## src/rtl/rf_phase_sequencer_pkg.sv

```systemverilog
// Shared types and constants for the phase sequencer: controller states,
// one-hot phase encodings and default register-file geometry.
package rf_phase_sequencer_pkg;

  localparam int AW_DEF    = 3;
  localparam int DW_DEF    = 32;
  localparam int CNT_W_DEF = 32;

  typedef enum logic [1:0] {
    IDLE   = 2'd0,
    RUN    = 2'd1,
    HALTED = 2'd2,
    DBG    = 2'd3
  } state_t;

  localparam logic [4:0] PH_NONE = 5'b00000;
  localparam logic [4:0] PH_IF   = 5'b00001;
  localparam logic [4:0] PH_ID   = 5'b00010;
  localparam logic [4:0] PH_EX   = 5'b00100;
  localparam logic [4:0] PH_MEM  = 5'b01000;
  localparam logic [4:0] PH_WB   = 5'b10000;

endpackage

```

## src/rtl/rf_phase_sequencer_phase_ring.sv

```systemverilog
// One-hot phase rotator. Priority: clear, then load, then hold, else rotate left.
module phase_ring
  import rf_phase_sequencer_pkg::*;
(
  input  logic       clk,
  input  logic       n_rst,
  input  logic       clear,
  input  logic       load,
  input  logic [4:0] load_val,
  input  logic       hold,
  output logic [4:0] phase
);

  // NOTE: sequential state uses non-blocking assignments so every flop samples pre-edge values.
  always_ff @(posedge clk or negedge n_rst) begin
    if (!n_rst) begin
      phase <= PH_NONE;
    end else if (clear) begin
      phase <= PH_NONE;
    end else if (load) begin
      phase <= load_val;
    end else if (!hold) begin
      phase <= {phase[3:0], phase[4]};
    end
  end

endmodule

```

## src/rtl/rf_phase_sequencer.sv

```systemverilog
// Phase sequencer: steps the core through five one-hot phases, counts retired
// instructions and arbitrates register-file access between core and debug port.
module rf_phase_sequencer
  import rf_phase_sequencer_pkg::*;
#(
  parameter int CNT_W = CNT_W_DEF,
  parameter int AW    = AW_DEF,
  parameter int DW    = DW_DEF
) (
  input  logic             clk,
  input  logic             n_rst,
  input  logic             start,
  input  logic             halt_req,
  input  logic             stall,
  input  logic [AW-1:0]    core_ra1,
  input  logic [AW-1:0]    core_ra2,
  input  logic [AW-1:0]    core_wa,
  input  logic [DW-1:0]    core_wd,
  input  logic             core_we,
  input  logic             dbg_req,
  input  logic             dbg_we,
  input  logic [AW-1:0]    dbg_addr,
  input  logic [DW-1:0]    dbg_wdata,
  input  logic [DW-1:0]    rf_rd1,
  output logic [AW-1:0]    rf_ra1,
  output logic [AW-1:0]    rf_ra2,
  output logic [AW-1:0]    rf_wa,
  output logic [DW-1:0]    rf_wd,
  output logic             rf_we,
  output logic [4:0]       phase,
  output logic             dbg_ack,
  output logic [DW-1:0]    dbg_rdata,
  output logic             running,
  output logic [CNT_W-1:0] inst_count
);

  state_t     state, state_nxt, ret_state;
  logic       save_ret;
  logic       ring_clear, ring_load, ring_hold;
  logic [4:0] ring_val;
  logic       cnt_inc;

  phase_ring u_phase_ring (
    .clk      (clk),
    .n_rst    (n_rst),
    .clear    (ring_clear),
    .load     (ring_load),
    .load_val (ring_val),
    .hold     (ring_hold),
    .phase    (phase)
  );

  always_ff @(posedge clk or negedge n_rst) begin
    if (!n_rst) begin
      state      <= IDLE;
      ret_state  <= IDLE;
      inst_count <= '0;
    end else begin
      state <= state_nxt;
      if (save_ret) ret_state  <= state;
      if (cnt_inc)  inst_count <= inst_count + 1'b1;
    end
  end

  // NOTE: every output of a combinational block gets a default first, so no path infers a latch.
  always_comb begin
    state_nxt  = state;
    save_ret   = 1'b0;
    ring_clear = 1'b0;
    ring_load  = 1'b0;
    ring_val   = PH_NONE;
    ring_hold  = 1'b1;
    cnt_inc    = 1'b0;
    unique case (state)
      IDLE, HALTED: begin
        if (dbg_req) begin
          state_nxt = DBG;
          save_ret  = 1'b1;
          ring_load = 1'b1;
          ring_val  = PH_WB;
        end else if (start) begin
          state_nxt = RUN;
          ring_load = 1'b1;
          ring_val  = PH_IF;
        end
      end
      RUN: begin
        if (!stall) begin
          ring_hold = 1'b0;
          // Instruction boundary: writeback phase completing this cycle.
          if (phase[4]) begin
            cnt_inc = 1'b1;
            if (halt_req) begin
              state_nxt  = HALTED;
              ring_clear = 1'b1;
            end
          end
        end
      end
      DBG: begin
        state_nxt  = ret_state;
        ring_clear = 1'b1;
      end
      default: begin
        state_nxt  = IDLE;
        ring_clear = 1'b1;
      end
    endcase
  end

  always_comb begin
    rf_ra1    = core_ra1;
    rf_ra2    = core_ra2;
    rf_wa     = core_wa;
    rf_wd     = core_wd;
    rf_we     = 1'b0;
    dbg_ack   = 1'b0;
    dbg_rdata = '0;
    if (state == DBG) begin
      rf_ra1    = dbg_addr;
      rf_wa     = dbg_addr;
      rf_wd     = dbg_wdata;
      rf_we     = dbg_we;
      dbg_ack   = 1'b1;
      dbg_rdata = rf_rd1;
    end else if (state == RUN) begin
      // Stalled writeback is suppressed so the write commits only on the releasing cycle.
      rf_we = core_we & phase[4] & ~stall;
    end
  end

  assign running = (state == RUN);

endmodule

```

## config.mk

```make
export PLATFORM = sky130hd
export DESIGN_NAME = rf_phase_sequencer
export DESIGN_NICKNAME = d
export VERILOG_FILES = /design/src/rtl/rf_phase_sequencer_pkg.sv /design/src/rtl/rf_phase_sequencer_phase_ring.sv /design/src/rtl/rf_phase_sequencer.sv
export SDC_FILE = /design/constraint.sdc
export NUM_CORES = 1
export LEC_CHECK = 0
export CAP_MARGIN = 40
export CORE_AREA = 10 10 76 142
export CTS_CLUSTER_SIZE = 24
export DETAILED_ROUTE_END_ITERATION = 16
export DIE_AREA = 0 0 86 152
export PLACE_DENSITY_LB_ADDON = 0.2
export SETUP_SLACK_MARGIN = 0.5
export SLEW_MARGIN = 40
export SYNTH_ARGS = -nofsm -noshare
export SYNTH_HDL_FRONTEND = slang
export SYNTH_SLANG_ARGS = --single-unit
```

## constraint.sdc

```tcl
create_clock -name clk -period 2.1 [get_ports clk]
set_input_delay 0.21 -clock clk [delete_from_list [all_inputs] [get_ports clk]]
set_output_delay 0.21 -clock clk [all_outputs]
set_load 0.02 [all_outputs]
```

==> results of run 1 <==
## area by class of cell
cell class / count / area [um2] / area share [%]
multi-input cells: 266 / 1770 / 30.4
flip-flops and latches: 41 / 1050 / 18.0
inverters: 11 / 48.8 / 0.835
well taps: 100 / 125 / 2.14
clock buffers: 7 / 143 / 2.44
clock inverters: 1 / 30.0 / 0.514
repair buffers: 290 / 2670 / 45.7
## power by group
part | total (mW) | internal, mW | switching (mW)
clock | 0.886 | 0.593 | 0.293
sequential | 0.955 | 0.868 | 0.0874
combinational | 4.01 | 1.81 | 2.21
## worst min-delay path by stage
stage	end	depth (start not counted)
after detailed placement	inst_count[10]	1
after global routing	rf_ra2[2]	0
final	rf_ra2[1]	0
after CTS	rf_ra2[0]	0
after floorplan	inst_count[0]	0
after global placement	inst_count[10]	1
## cell usage after synthesis, drive strengths merged, types with 2 or more instances
| cell type | instances | area (um2) |
|---|---|---|
| nand3 | 9 | 45.0 |
| nor4 | 9 | 81.3 |
| o21ai | 2 | 10.0 |
| xnor2 | 11 | 96.3 |
| and3 | 32 | 200 |
| clkbuf | 12 | 45.0 |
| inv | 11 | 41.3 |
| nor2b | 2 | 12.5 |
| nor3 | 9 | 45.0 |
| nand2 | 123 | 462 |
| buf | 10 | 57.6 |
| xor2 | 20 | 175 |
| or3 | 3 | 18.8 |
| a21oi | 3 | 15.0 |
| mux2i | 4 | 40.0 |
| nor2 | 12 | 45.0 |
| dfrtp | 41 | 1030 |
| and2 | 4 | 25.0 |
| nand4 | 7 | 56.3 |
## metal layers
layer | global-route usage [%] | wire length [um] | vias up
met5 | 0 | 0 | -
met2 | 38.0 | 7980 | 178
li1 | - | - | 1671
met4 | 4.10 | 251 | 0
met3 | 6.48 | 1340 | 20
met1 | 21.2 | 5350 | 1622
## timing repair
item / 4_1_cts / 5_1_grt
endpoints found under the hold margin: 22 / 0
pin swaps: 22 / 25
gates resized for setup: 237 / 122
gates cloned: 2 / 6
endpoints found under the setup margin: 97 / 108
hold buffers: 1 / 0
setup buffers: 17 / 25
## registers in the layout, indices dropped and copies added, names as in the netlist
signal              count
inst_count             32
state                   2
u_phase_ring.phase      5
ret_state               2
## cells by family (layout without fill, tap and decap cells)
family / Yosys count / in the layout / synth area share (%)
fa+ha+maj: 1 / 1 / 0.474
flops: 41 / 41 / 38.9
xor+xnor: 31 / 31 / 10.3
mux: 5 / 5 / 1.94
compound gates: 13 / 13 / 3.37
buf+inv: 33 / 309 / 5.45
simple gates: 216 / 216 / 39.6
## placed cells by master (no fill, tap or decap), types with 3 or more instances in the layout
cell / Yosys / layout
buf_12: 0 / 5
buf_4: 3 / 55
buf_6: 1 / 14
clkdlybuf4s15_2: 0 / 7
nor3_4: 0 / 3
xor2_1: 20 / 20
dfrtp_2: 0 / 22
nand2_2: 0 / 3
dfrtp_1: 41 / 19
clkbuf_2: 0 / 28
nor3_2: 0 / 4
nand2_4: 0 / 3
nor2_2: 0 / 3
dlymetal6s2s_1: 0 / 8
nor4_4: 0 / 9
xnor2_1: 11 / 10
clkdlybuf4s50_1: 0 / 138
inv_1: 10 / 10
mux2i_1: 4 / 4
a21oi_1: 3 / 3
clkbuf_16: 0 / 9
nand3_1: 9 / 6
and3_1: 32 / 30
nor2_1: 12 / 6
nor2_4: 0 / 3
buf_2: 1 / 26
nand2_1: 123 / 117
nand4_1: 5 / 5
## stage by stage
step	hold WS, ns	cell area [um2]	utilization, %	cells	total power, mW
after floorplan	-0.0856	2720	-	340	2.77
after global placement	0.217	5110	59.5	657	4.62
after detailed placement	0.221	5110	59.5	657	4.64
after CTS	0.420	5600	65.2	685	5.46
after global routing	0.420	5850	68.1	716	6.20
final	0.420	5850	68.1	716	5.85
==> reports/metrics.csv, run 1 <==
stage,metric,value,unit
worst_setup_path,worst setup path start,inst_count[9],
worst_setup_path,kind of critical path,flop to flop,
worst_setup_path,flop-to-flop setup slack,0.37,ns
yosys,distinct cell type count after synthesis,41,
global_route,grt total ovfl,0,
worst_setup_path,Reg2Reg Launch Point,inst_count[9],
global_route,first-pass GRT wire length,21000,um
timing,setup TNS,0,ns
route,Post-Route WL,14900,um
yosys,syn nets,457,
floorplan,Initial Utilization,30.7,%
yosys,Post-synth EDFFs,0,
timing,Worst-Margin Slew,0.569,ns
min_path,Worst Hold Launch,core_ra2[1],
yosys,Synth Area per Inst,7.76,um2
min_path,type of the most critical hold path,input port to output port,
worst_setup_path,CP startpoint kind,flop,
yosys,register area share after synthesis,38.9,%
flow_run,max-cap violations,0,
global_route,initial antenna violation count,0,
worst_setup_path,Critical Path RT,2.30,ns
floorplan,die width,86,um
yosys,mapped cell area,2640,um2
cts,Clock Latency Late Sink,0.28,ns
cts,Worst-path clk slew,0.06,ns
timing,Fmax,577,MHz
route,Via-to-Cell Ratio,4.88,
power_and_ir_drop,LEAKAGE,3.07,nW
yosys,ys async rst share,100,%
cts,number of CTS-inserted buffers,5,
cells_and_area,P&R area growth vs syn,122,%
yosys,synthesized flop and latch total,41,
power_and_ir_drop,Pwr Density,1000,nW/um2
placement,Place WS,0.0302,ns
status,status,"finished, final reports clean",
worst_setup_path,slowest CP cell,or4_4,
timing,Setup WS post-layout,0.366,ns
floorplan,row cnt,48,
route,via count,3491,
timing,Max Slew Vio Count,0,
cells_and_area,final net count,732,
timing,Final Hold Viols,0,
timing,final setup skew,0.00482,ns
floorplan,core area,8590,um2
cells_and_area,layout cells sized above 1,35.1,%
power_and_ir_drop,Worst VDD drop,0.000723,V
timing,Final min period,1.73,ns
timing,count of final setup violators,0,
route,Iter 0 DRT Violations,82,
worst_setup_path,Crit path buffers/inverters,1,
worst_setup_path,Critical Path Sink,inst_count[30],
worst_setup_path,Worst path depth,5,
yosys,yosys synthesis warning count,0,
worst_setup_path,CP max stage delay,0.54,ns
placement,dpl hpwl,10900,um
cts,clk root buf,clkbuf_16,
global_route,vias in the first global route,3391,
worst_setup_path,Crit Path Max Fanout,4,
placement,I/O Buffers,222,
yosys,"Top FF cell, synth",dfrtp_1,
route,Remaining DRCs,0,
worst_setup_path,CP top delay family,simple AND/OR/NAND/NOR gates,
route,Pre-antenna DRT Iters,4,
global_route,GRT Total Usage,20.4,%
timing,unrepaired setup endpoints after global routing,yes,
yosys,Post-Synthesis Cells,340,
cts,CTS H-tree depth,2,
floorplan,die height,152,um
worst_setup_path,worst reg2reg endpoint,inst_count[30],
cells_and_area,Fill cells,713,
global_route,largest net degree at the start of global routing,39,
worst_setup_path,Crit. End Element,flop,
worst_setup_path,Register-to-Register Path Depth,5,
placement,GP Congestion,0.896,
floorplan,Die Area,13100,um2
floorplan,boundary pin count,229,
worst_setup_path,worst endpoint data arrival time,1.93,ns
cts,CTS tree,built,
route,ANT nets after route,0,
cells_and_area,# diodes,0,
timing,Max-slew headroom,62.1,%
timing,fin crit share,82.6,%
worst_setup_path,crit-path cells,"nand3_2, or4_4, buf_12, nor4_4, xor2_1",
cts,Sink Count,41,
route,WL/cell,20.8,um
cts,Max clock buf depth,2,
Power figures use the tool's default switching activity.
==> run 2, diff against run 1 <==
Clock period 2.1 ns to 1.6 ns, I/O delays scaled along.
==> reports/metrics.csv, run 2 (synthesis results as in run 1) <==
stage,metric,value,unit,change
status,failing checks,negative setup slack,,
route,Pre-antenna DRT Iters,4,,unchanged
cts,Clock Latency Late Sink,0.29,ns,about the same
route,Via-to-Cell Ratio,5.07,,+4.0%
timing,Setup WS post-layout,-0.209,ns,-0.575 ns
power_and_ir_drop,Clk network pwr share,12.2,%,-2.9 points
worst_setup_path,Crit. End Element,flop,,
power_and_ir_drop,total power,9.88,mW,+69%
route,WL/cell,23.0,um,+10%
power_and_ir_drop,Switching Fraction,43.7,%,-0.52 points
floorplan,boundary pin count,229,,unchanged
worst_setup_path,Crit Path Max Fanout,5,,+1
worst_setup_path,Reg2Reg Launch Point,inst_count[12],,
worst_setup_path,Critical Path RT,1.80,ns,-0.50 ns
worst_setup_path,CP max stage delay,0.58,ns,+0.04 ns
status,status,finished with violations,,
cts,CTS tree,built,,
placement,I/O Buffers,222,,unchanged
route,Post-Route M1 WL,5770,um,+8.0%
power_and_ir_drop,combinational share of power,74.8,%,+6.3 points
power_and_ir_drop,Psw,4.31,mW,+67%
timing,count of final setup violators,57,,+57
timing,final setup skew,0.00682,ns,+0.00199 ns
floorplan,die width,86,um,unchanged
timing,Fmax,553,MHz,-4.1%
route,Iter 0 DRT Violations,94,,+15%
timing,Final Hold Viols,0,,unchanged
floorplan,core area,8590,um2,unchanged
cells_and_area,most frequent cells in the layout,"clkdlybuf4s50_1 (111), buf_6 (107), nand2_2 (59)",,
placement,dpl hpwl,11700,um,+6.9%
route,Top Metal Used,met4,,
route,Post-Route WL,17100,um,+15%
timing,setup TNS,-4.77,ns,-4.77 ns
timing,Final min period,1.81,ns,+0.0751 ns
route,Remaining DRCs,0,,unchanged
cts,CTS H-tree depth,2,,unchanged
floorplan,Die Area,13100,um2,unchanged
worst_setup_path,worst reg2reg endpoint,inst_count[20],,
power_and_ir_drop,Seq pwr share,13.0,%,-3.3 points
route,ANT nets after route,0,,unchanged
cells_and_area,final net count,760,,+3.8%
worst_setup_path,CP startpoint kind,flop,,
power_and_ir_drop,LEAKAGE,3.47,nW,+13%
global_route,initial antenna violation count,0,,unchanged
floorplan,Initial Utilization,30.7,%,unchanged
route,via count,3772,,+8.0%
timing,Max-slew headroom,63.8,%,+1.7 points
power_and_ir_drop,Pwr Density,1430,nW/um2,+43%
power_and_ir_drop,Worst VDD drop,0.000842,V,+16%
global_route,vias in the first global route,3831,,+13%
placement,GP Congestion,0.863,,-3.7%
worst_setup_path,flop-to-flop setup slack,-0.21,ns,-0.58 ns
global_route,largest net degree at the start of global routing,42,,+7.7%
cells_and_area,"most common cell after layout, fill and taps aside",clkdlybuf4s50_1,,
flow_run,max-cap violations,0,,unchanged
worst_setup_path,Register-to-Register Path Depth,5,,unchanged
global_route,grt total ovfl,0,,unchanged
timing,Max Slew Vio Count,0,,unchanged
timing,fin crit share,113,%,+30 points
cts,Worst-path clk slew,0.06,ns,about the same
timing,unrepaired setup endpoints after global routing,yes,,
route,met3 routed WL,1440,um,+7.6%
min_path,type of the most critical hold path,input port to output port,,
route,wire length on met2,9430,um,+18%
cts,Sink Count,41,,unchanged
worst_setup_path,worst setup path start,inst_count[12],,
placement,placed cell area,5640,um2,+10%
global_route,first-pass GRT wire length,22900,um,+9.0%
cts,Max clock buf depth,2,,unchanged
worst_setup_path,kind of critical path,flop to flop,,
cells_and_area,Fill cells,521,,-27%
cells_and_area,Regs by FF count,"inst_count (32), u_phase_ring.phase (5)",,
worst_setup_path,slowest CP cell,or4_4,,
floorplan,row cnt,48,,unchanged
cells_and_area,Largest Register,inst_count,,
floorplan,die height,152,um,unchanged
worst_setup_path,worst endpoint data arrival time,2.00,ns,+0.07 ns
timing,Worst-Margin Slew,0.543,ns,-0.0253 ns
global_route,GRT Total Usage,22.2,%,+1.7 points
cts,number of CTS-inserted buffers,5,,unchanged
cells_and_area,Largest register FFs,32,,unchanged
placement,Place WS,-0.354,ns,-0.384 ns
cells_and_area,layout cells sized above 1,59.9,%,+25 points
cells_and_area,P&R area growth vs syn,161,%,
cells_and_area,final instance area,6890,um2,+18%
cts,clk root buf,clkbuf_16,,
power_and_ir_drop,P_int,5.57,mW,+70%
worst_setup_path,crit-path cells,"nand4_4, or4_4, buf_4, nor3_2, xor2_1",,
cells_and_area,# diodes,0,,unchanged
worst_setup_path,Critical Path Sink,inst_count[20],,
==> run 2: changes by cell type in the layout (fill, tap and decap cells not counted), sizes merged, moves of 4 or more <==
| cell | change |
|---|---|
| buf | +90 |
| clkbuf | -29 |
| clkdlybuf4s50 | -27 |
| dlymetal6s2s | -6 |
| clkdlybuf4s15 | -5 |
| inv | +4 |
==> run 2: worst max-delay path: cells and delay by family, from the launching register on <==
family,cells,cell delay [ns]
and+or+nand+nor,3,0.91
buffers and inverters,1,0.20
xor gates and xnor gates,1,0.21
DFF,1,0.40
==> run 2: how the worst min path moves through the flow <==
stage                            from                     to  slack (ns)  depth (start not counted)
after floorplan                 n_rst          inst_count[0]       -0.14                          0
after global placement          n_rst  u_phase_ring.phase[2]        0.26                          2
after detailed placement        n_rst  u_phase_ring.phase[2]        0.26                          2
after CTS                 core_ra2[2]              rf_ra2[2]        0.32                          0
after global routing      core_ra2[0]              rf_ra2[0]        0.32                          0
final                     core_ra2[2]              rf_ra2[2]        0.32                          0
==> run 2: layout make-up <==
cell class,instances,area [um2],share of cell area [%]
Tap cell,100,125,1.82
Multi-Input combinational cell,267,2270,32.9
Inverter,11,57.6,0.835
Timing Repair inverter,5,51.3,0.745
Timing Repair Buffer,312,3150,45.8
Clock buffer,6,139,2.02
Clock inverter,2,37.5,0.545
Sequential cell,41,1060,15.3
==> run 2: layer usage <==
| metal | GRT usage [%] | up-vias |
|---|---|---|
| li1 | - | 1737 |
| met1 | 22.6 | 1812 |
| met2 | 40.7 | 187 |
| met3 | 7.33 | 36 |
| met4 | 6.39 | 0 |
| met5 | 0 | - |
==> run 2: power groups by stage <==
stage	clock network [mW]	logic, mW	registers [mW]
final	1.21	7.39	1.28
after global routing	1.26	7.77	1.29
after CTS	1.22	6.19	1.27
after detailed placement	0	5.48	1.26
after global placement	0	5.41	1.25
after floorplan	0	3.09	1.31
==> run 2: timing repair <==
item / CTS / global route
pin swaps: 14 / 61
gates cloned: 4 / 8
resized for setup: 592 / 134
endpoints found under the hold margin: 41 / 0
hold buffers: 1 / 0
endpoints found under the setup margin: 149 / 138
buffers inserted: 15 / 21
==> run 2: metrics by stage <==
stage / hold WS, ns / instances / util (%)
after floorplan: -0.136 / 340 / -
after global placement: 0.258 / 687 / 65.7
after detailed placement: 0.261 / 687 / 65.7
after CTS: 0.320 / 715 / 73.1
after global routing: 0.320 / 744 / 80.2
final: 0.320 / 744 / 80.2
==> run 3, diff against run 2 <==
Settings changed: REMOVE_ABC_BUFFERS from default to 1.
==> reports/metrics.csv, run 3 (synthesis results as in run 1) <==
stage,metric,value,unit,change
status,status,finished with violations,,
status,failing checks,negative setup slack,,
power_and_ir_drop,Worst VDD drop,0.000881,V,+4.6%
timing,Max-slew headroom,75.1,%,+11 points
worst_setup_path,slowest CP cell,or4_4,,
cells_and_area,P&R area growth vs syn,142,%,
route,Pre-antenna DRT Iters,4,,unchanged
placement,Place WS,-0.463,ns,-0.110 ns
global_route,initial antenna violation count,1,,+1
power_and_ir_drop,Psw,3.62,mW,-16%
timing,Max Slew Vio Count,0,,unchanged
floorplan,core area,8590,um2,unchanged
cells_and_area,most frequent cells in the layout,"nand2_1 (119), clkdlybuf4s50_1 (110), buf_6 (81)",,
timing,Setup WS post-layout,-0.0951,ns,+0.114 ns
cells_and_area,Largest Register,inst_count,,
floorplan,Die Area,13100,um2,unchanged
cts,CTS H-tree depth,2,,unchanged
cts,Sink Count,41,,unchanged
worst_setup_path,CP startpoint kind,flop,,
cells_and_area,final net count,746,,-1.8%
worst_setup_path,worst endpoint data arrival time,1.91,ns,-0.09 ns
global_route,first-pass GRT wire length,22200,um,-3.3%
cts,CTS tree,built,,
worst_setup_path,crit-path cells,"nand2_1, or4_4, nor4_4, xor2_1",,
worst_setup_path,Critical Path RT,1.81,ns,about the same
cells_and_area,Fill cells,602,,+16%
power_and_ir_drop,Pwr Density,1350,nW/um2,-5.9%
cts,Clock Latency Late Sink,0.29,ns,about the same
worst_setup_path,kind of critical path,flop to flop,,
min_path,type of the most critical hold path,input port to asynchronous set/reset pin,,
route,WL/cell,20.7,um,-10%
floorplan,row cnt,48,,unchanged
worst_setup_path,worst reg2reg endpoint,inst_count[26],,
timing,Final min period,1.70,ns,-0.114 ns
cts,number of CTS-inserted buffers,5,,unchanged
power_and_ir_drop,LEAKAGE,3.33,nW,-4.1%
power_and_ir_drop,Clk network pwr share,13.7,%,+1.5 points
floorplan,Initial Utilization,30.7,%,unchanged
global_route,vias in the first global route,3761,,-1.8%
timing,fin crit share,106,%,-7.1 points
timing,Worst-Margin Slew,0.374,ns,-0.170 ns
timing,Final Hold Viols,0,,unchanged
timing,count of final setup violators,44,,-23%
worst_setup_path,Register-to-Register Path Depth,4,,-1
floorplan,die height,152,um,unchanged
cells_and_area,Largest register FFs,32,,unchanged
route,ANT nets after route,0,,unchanged
cells_and_area,Multi-input gate area,1990,um2,-12%
timing,final setup skew,0.00612,ns,-0.000700 ns
global_route,largest net degree at the start of global routing,30,,-29%
global_route,GRT Total Usage,21.7,%,-0.44 points
power_and_ir_drop,Seq pwr share,14.2,%,+1.2 points
cells_and_area,"most common cell after layout, fill and taps aside",nand2_1,,
power_and_ir_drop,P_int,4.99,mW,-10%
cts,Max clock buf depth,2,,unchanged
worst_setup_path,flop-to-flop setup slack,-0.1,ns,+0.11 ns
placement,GP Congestion,0.833,,-3.5%
power_and_ir_drop,Switching Fraction,42.1,%,-1.6 points
placement,I/O Buffers,222,,unchanged
cells_and_area,layout cells sized above 1,43.2,%,-17 points
worst_setup_path,Crit. End Element,flop,,
cells_and_area,Reg area,1030,um2,-2.8%
worst_setup_path,Crit Path Max Fanout,7,,+2
flow_run,max-cap violations,0,,unchanged
cts,Worst-path clk slew,0.06,ns,about the same
route,via count,3580,,-5.1%
floorplan,die width,86,um,unchanged
cts,clk root buf,clkbuf_16,,
route,Via-to-Cell Ratio,4.90,,-3.4%
timing,hold_ws,0.310,ns,-0.00972 ns
cells_and_area,Regs by FF count,"inst_count (32), u_phase_ring.phase (5)",,
worst_setup_path,CP max stage delay,0.69,ns,+0.11 ns
global_route,grt total ovfl,0,,unchanged
worst_setup_path,Reg2Reg Launch Point,inst_count[18],,
route,Remaining DRCs,0,,unchanged
power_and_ir_drop,combinational share of power,72.1,%,-2.7 points
placement,dpl hpwl,11400,um,-1.9%
floorplan,boundary pin count,229,,unchanged
route,Post-Route WL,15100,um,-12%
timing,unrepaired setup endpoints after global routing,yes,,
route,Iter 0 DRT Violations,125,,+33%
timing,Fmax,590,MHz,+6.7%
-- run 3: timing repair --
action | CTS | global route
pin swaps | 22 | 28
gates cloned | 4 | 1
endpoints found under the hold margin | 15 | 0
setup endpoints to repair | 151 | 148
hold buffers | 1 | 0
gates resized for setup | 601 | 55
setup buffers | 13 | 17
-- run 3: layer usage --
| metal | track usage [%] | vias to the layer above | part of all wire (%) |
|---|---|---|---|
| li1 | - | 1706 | - |
| met1 | 19.8 | 1675 | 33 |
| met2 | 37.8 | 180 | 51 |
| met3 | 13.0 | 19 | 14 |
| met4 | 7.89 | 0 | 1.9 |
| met5 | 0 | - | 0 |
-- run 3: power groups by stage --
stage	Combinational [mW]	Clock [mW]	Sequential, mW
CTS	5.91	1.19	1.21
global placement	5.08	0	1.21
floorplan	2.11	0	1.40
finish	6.21	1.18	1.23
global route	6.60	1.24	1.24
detailed placement	5.14	0	1.22
-- run 3: area by class of cell --
cell class                      count  area share, %
Timing Repair Buffer              303           47.3
Multi-Input combinational cell    267           31.1
Sequential cell                    41           16.1
Clock buffer                        7           2.23
Tap cell                          100           1.96
Inverter                           11          0.745
Clock inverter                      1          0.470
Antenna cell                        1         0.0392
-- run 3: worst max path at each step --
| stage | from | end | slack [ns] |
|---|---|---|---|
| global route | inst_count[17] | inst_count[24] | -0.15 |
| global placement | stall | rf_we | -0.40 |
| finish | inst_count[18] | inst_count[26] | -0.1 |
| floorplan | state[0] | rf_we | -0.96 |
| detailed placement | stall | inst_count[26] | -0.46 |
| CTS | inst_count[13] | inst_count[26] | -0.05 |
-- run 3: critical path: cells and delay by family, from the launching register on --
family	cells	cell delay [ns]
and+or+nand+nor	3	1.05
DFF	1	0.37
xor gates and xnor gates	1	0.19
-- run 3: through the flow --
| step | instance area [um2] | cells | total power, mW | utilization [%] | TNS [ns] |
|---|---|---|---|---|---|
| floorplan | 2540 | 318 | 3.51 | - | -47.33 |
| global placement | 5240 | 686 | 6.29 | 61.0 | -9.50 |
| detailed placement | 5240 | 686 | 6.36 | 61.0 | -11.73 |
| CTS | 6030 | 712 | 8.31 | 70.2 | -0.768 |
| global route | 6380 | 731 | 9.09 | 74.3 | -5.76 |
| finish | 6380 | 731 | 8.61 | 74.3 | -2.34 |
==> patch 1 (flow settings as in run 2) <==
The 4 states of `state_t` get a Gray code encoding in 2 bits.
--- a/src/rtl/rf_phase_sequencer_pkg.sv
+++ b/src/rtl/rf_phase_sequencer_pkg.sv
@@ -7,10 +7,10 @@
   localparam int CNT_W_DEF = 32;
 
   typedef enum logic [1:0] {
-    IDLE   = 2'd0,
-    RUN    = 2'd1,
-    HALTED = 2'd2,
-    DBG    = 2'd3
+    IDLE   = 2'b00,
+    RUN    = 2'b01,
+    HALTED = 2'b11,
+    DBG    = 2'b10
   } state_t;
 
   localparam logic [4:0] PH_NONE = 5'b00000;
Formal check against the unedited RTL: no difference found for any inputs over 10 cycles, from zero or initial values and one cycle with n_rst low; not proved beyond that.
==> patch 1 against run 2 <==
Critical endpoint is now rf_wd[22]. Final area is 5.8% lower. Fmax is 5.0% lower. Routed wire length fell by 3.4%. Via count is 9.6% lower. Power decreased by 10%. Highest routed layer unchanged. Area after synthesis shrank 0.28%. Combinational power down 15%. Sequential cell count did not move. Worst setup slack lost 0.094 ns. The flow still finishes with violations (negative setup slack).
==> patch 1: results (changes against run 2) <==
| Metric | Value |
|---|---|
| Status | `finished with violations (unchanged)` |
| Failing checks | `negative setup slack (unchanged)` |
| Worst reg2reg path startpoint | `state[0]$_DFFE_PN0P_ (was inst_count[12]$_DFFE_PN0P_)` |
| Clock-cell share of area | `0.0293 (was 0.0256)` |
| Register area | `1040 um^2 (was 1060 um^2)` |
| Dpl cell area | `5390 um^2 (was 5640 um^2)` |
| Routed wl met2 | `8800 um (was 9430 um)` |
| Register area share after synthesis | `0.390 (was 0.389)` |
| Vias/cell | `5.06 (was 5.07)` |
| Clk power | `1.33 mW (was 1.21 mW)` |
| 1st-iter DRT viols | `92 (was 94)` |
| Post-CTS Setup Bufs | `27 (was 15)` |
| DP HPWL | `12200 um (was 11700 um)` |
| Logic inverters | `12 (was 16)` |
| Compound-cell area share of the yosys netlist | `0.0428 (was 0.0337)` |
| Min-delay src | `core_ra2[1] (was core_ra2[2])` |
| Post-DR wirelength/cell | `24.5 um (was 23.0 um)` |
| Hold Crit Endpoint | `rf_ra2[1] (was rf_ra2[2])` |
| Total power | `8.88 mW (was 9.88 mW)` |
| Synthesized net count | `386 (was 457)` |
| First-pass GRT wire length | `23000 um (was 22900 um)` |
| Final worst setup slack | `-0.304 ns (was -0.209 ns)` |
| Synth Area in Adders | `0.0143 (was 0.00474)` |
| Cells on worst reg2reg path | `8 (was 5)` |
| Worst reg2reg path endpoint | `u_phase_ring.phase[0]$_DFFE_PN0P_ (was inst_count[20]$_DFFE_PN0P_)` |
| Critical path's largest stage delay | `0.40 ns (was 0.58 ns)` |
| Leak Pwr | `3.16 nW (was 3.47 nW)` |
| CTS resizes | `609 (was 592)` |
| Final setup vio count | `109 (was 57)` |
| DP Worst Slack | `-0.451 ns (was -0.354 ns)` |
| M3 GR Usage | `0.0990 (was 0.0733)` |
| Placed Cells | `621 (was 687)` |
| Final-layout non-clock buffer area share | `0.485 (was 0.458)` |
| Yosys cell types | `32 (was 41)` |
| Final net count | `691 (was 760)` |
| Setup TNS | `-14.69 ns (was -4.77 ns)` |
| Vias in the first global route | `3598 (was 3831)` |
| Fraction of area in multi-input gates | `0.300 (was 0.329)` |
| Initial antenna violation count | `2 (was 0)` |
patch 1: cell types whose count changed in the layout (fill, tap and decap cells not counted), sizes merged, moves of 7 or more:
cell          run 2  this run
o21ai             2        11
mux2              1        34
nor3              9         1
nand2           124        22
and2              4        32
and3             32         6
buf             192       199
xnor2            11        24
xor2             20         7
patch 1: how the worst max path moves through the flow:
stage	startpoint	end	slack [ns]	cells past startpoint
2_1_floorplan	state[1]$_DFFE_PN0P_	inst_count[21]$_DFFE_PN0P_	-0.23	6
3_3_place_gp	stall	inst_count[14]$_DFFE_PN0P_	-0.43	7
3_5_place_dp	stall	inst_count[9]$_DFFE_PN0P_	-0.45	7
4_1_cts	state[0]$_DFFE_PN0P_	rf_wd[15]	-0.34	7
5_1_grt	state[0]$_DFFE_PN0P_	u_phase_ring.phase[0]$_DFFE_PN0P_	-0.34	8
6_report	state[0]$_DFFE_PN0P_	rf_wd[22]	-0.30	7
==> patch 2 (config.mk and constraints of run 2) <==
Made on the original files. The package constant `AW_DEF` goes from 3 to 4.
--- a/src/rtl/rf_phase_sequencer_pkg.sv
+++ b/src/rtl/rf_phase_sequencer_pkg.sv
@@ -2,7 +2,7 @@
 // one-hot phase encodings and default register-file geometry.
 package rf_phase_sequencer_pkg;
 
-  localparam int AW_DEF    = 3;
+  localparam int AW_DEF    = 4;
   localparam int DW_DEF    = 32;
   localparam int CNT_W_DEF = 32;
 
Ports: changed (7 resized); port bits go from 229 to 236. No check against the original RTL was run, so the function may have changed too.
==> patch 2 against run 2 <==
The flow still finishes with violations (negative setup slack). Worst setup slack better by 0.068 ns. Sequential cell count unchanged. Area after synthesis shrank 0.43%. Count of clock-buffer cells in the layout rose by 1. Final area decreased by 11%. First-iteration DRC count rose by 72%. Routed wire length is 14% lower. Power decreased by 7.6%. Combinational power down 8.0%. Critical endpoint is now inst_count[22]$_DFFE_PN0P_.
==> patch 2: results (changes against run 2) <==
| Metric | Value |
|---|---|
| Status | `finished with violations (unchanged)` |
| Failing checks | `negative setup slack (unchanged)` |
| Mux cell area share after synthesis | `0.00381 (was 0.0194)` |
| Hold WC Path Type | `in -> out (unchanged)` |
| GP Congestion | `0.862 (was 0.863)` |
| CTS max path bufs | `2 (unchanged)` |
| Yosys cell types | `36 (was 41)` |
| 1st-iter DRT viols | `162 (was 94)` |
| Compound-cell area share of the yosys netlist | `0.0376 (was 0.0337)` |
| Vias/cell | `4.90 (was 5.07)` |
| IO buf count | `227 (was 222)` |
| Leak Pwr | `2.96 nW (was 3.47 nW)` |
| Setup TNS | `-3.39 ns (was -4.77 ns)` |
| Most area-consuming cells after synthesis | `dfrtp_1 39%, nand2_1 19%, and3_1 9.0% (was dfrtp_1 39%, nand2_1 17%, and3_1 7.6%)` |
| Clk Latency, worst-skew pair | `0.29 ns (about the same)` |
| Register area share after synthesis | `0.390 (was 0.389)` |
| CTS H-tree lvls | `2 (unchanged)` |
| Slew margin rel. | `0.655 (was 0.638)` |
| Largest net degree at the start of global routing | `42 (unchanged)` |
| Xor/xnor share of the synthesized area | `0.103 (about the same)` |
| Setup Skew | `0.00585 ns (was 0.00682 ns)` |
| Vias in the first global route | `3610 (was 3831)` |
| Synth Area in Adders | `0.00476 (was 0.00474)` |
| Ys Warns | `0 (unchanged)` |
| Clock transition at path regs | `0.06 ns (about the same)` |
| Top Registers | `inst_count (32), u_phase_ring.phase (5) (unchanged)` |
| DRT Pass-1 Iters | `4 (unchanged)` |
| Crit path max fanout | `12 (was 5)` |
| Post-synth ARST share | `1.00 (unchanged)` |
| First-pass GRT wire length | `21700 um (was 22900 um)` |
| Synthesized net count | `466 (was 457)` |
| Final worst setup slack | `-0.142 ns (was -0.209 ns)` |
| Root Driver | `clkbuf_16 (unchanged)` |
| Final net count | `745 (was 760)` |
| Initial antenna violation count | `1 (was 0)` |
| CP arrival | `1.92 ns (was 2.00 ns)` |
| Dpl cell area | `5380 um^2 (was 5640 um^2)` |
| GRT Overall Usage | `0.210 (was 0.222)` |
| Synth top cells by count | `136 x nand2_1, 41 x dfrtp_1, 38 x and3_1 (was 123 x nand2_1, 41 x dfrtp_1, 32 x and3_1)` |
| Filler cell count | `660 (was 521)` |
| Routed WL | `14800 um (was 17100 um)` |
| Max VDD drop | `1.09 mV (was 0.842 mV)` |
| DP HPWL | `11300 um (was 11700 um)` |
| Clock buffer count from CTS | `5 (unchanged)` |
| Ratio of cells with drive above 1 in the final layout | `0.507 (was 0.599)` |
| Synth Flop Type | `dfrtp_1 (unchanged)` |
| Final setup vio count | `47 (was 57)` |
patch 2: final cells by class:
type | instances | area [um^2] | share of cell area
flip-flops and latches | 41 | 1040 | 0.170
clock inverters | 1 | 5.00 | 0.000814
inverters | 6 | 22.5 | 0.00366
multi-input cells | 275 | 1930 | 0.314
well taps | 100 | 125 | 0.0204
repair buffers | 295 | 2860 | 0.466
clock buffers | 7 | 153 | 0.0248
diodes | 1 | 2.50 | 0.000407
patch 2: worst paths after layout:
check,end,cells after the start,from,slack [ns]
hold / removal,rf_ra2[0],0,core_ra2[0],0.32
setup reg to reg,inst_count[22]$_DFFE_PN0P_,6,state[1]$_DFFE_PN0P_,-0.14
setup / recovery,inst_count[22]$_DFFE_PN0P_,6,state[1]$_DFFE_PN0P_,-0.14
hold reg to reg,inst_count[5]$_DFFE_PN0P_,1,inst_count[5]$_DFFE_PN0P_,0.48
max in group asynchronous,inst_count[5]$_DFFE_PN0P_,3,n_rst,0.73
min in group asynchronous,inst_count[21]$_DFFE_PN0P_,3,n_rst,0.48
patch 2: cell families (layout without fill, tap and decap cells):
family / Yosys count / after routing
XOR/XNOR: 31 / 31
multiplexers: 1 / 1
flip-flops: 41 / 41
buffers and inverters: 29 / 309
other: 0 / 1
adder cells (fa/ha/maj): 1 / 1
AO/OA/AOI/OAI: 15 / 15
AND/OR/NAND/NOR: 227 / 227
patch 2: report_power, final:
group          switching [mW]  leakage, nW  total, mW  internal, mW
registers               0.118        0.540       1.26          1.14
clock network           0.416       0.0799       1.08         0.661
logic                    3.36         2.34       6.80          3.44
total                    3.89         2.96       9.13          5.24
patch 2: stage by stage:
step | setup WS, ns | instances
floorplan | 0.0373 | 345
global placement | -0.344 | 682
detailed placement | -0.368 | 682
CTS | -0.126 | 711
global route | -0.196 | 726
finish | -0.142 | 726
patch 2: critical path: stages, from the launching register on:
cell and delay, ns:
dfrtp_2 0.43, buf_6 0.14, or3b_4 0.41, nor4_4 0.20, buf_12 0.18, nand4_1 0.12
xnor2_1 0.15
patch 2: repair_timing:
action / 4_1_cts / 5_1_grt
endpoints found under the setup margin: 153 / 127
setup buffers: 17 / 11
hold endpoints to repair: 41 / 0
gates resized for setup: 561 / 67
hold buffers: 1 / 0
gates cloned: 3 / 3
pin swaps: 26 / 23
patch 2: routing by layer:
| metal | vias to the layer above | track usage | wire length [um] |
|---|---|---|---|
| met5 | - | 0 | 0 |
| met4 | 0 | 0.0536 | 261 |
| met3 | 20 | 0.0830 | 1430 |
| met2 | 160 | 0.379 | 7930 |
| met1 | 1671 | 0.214 | 5140 |
| li1 | 1706 | - | - |
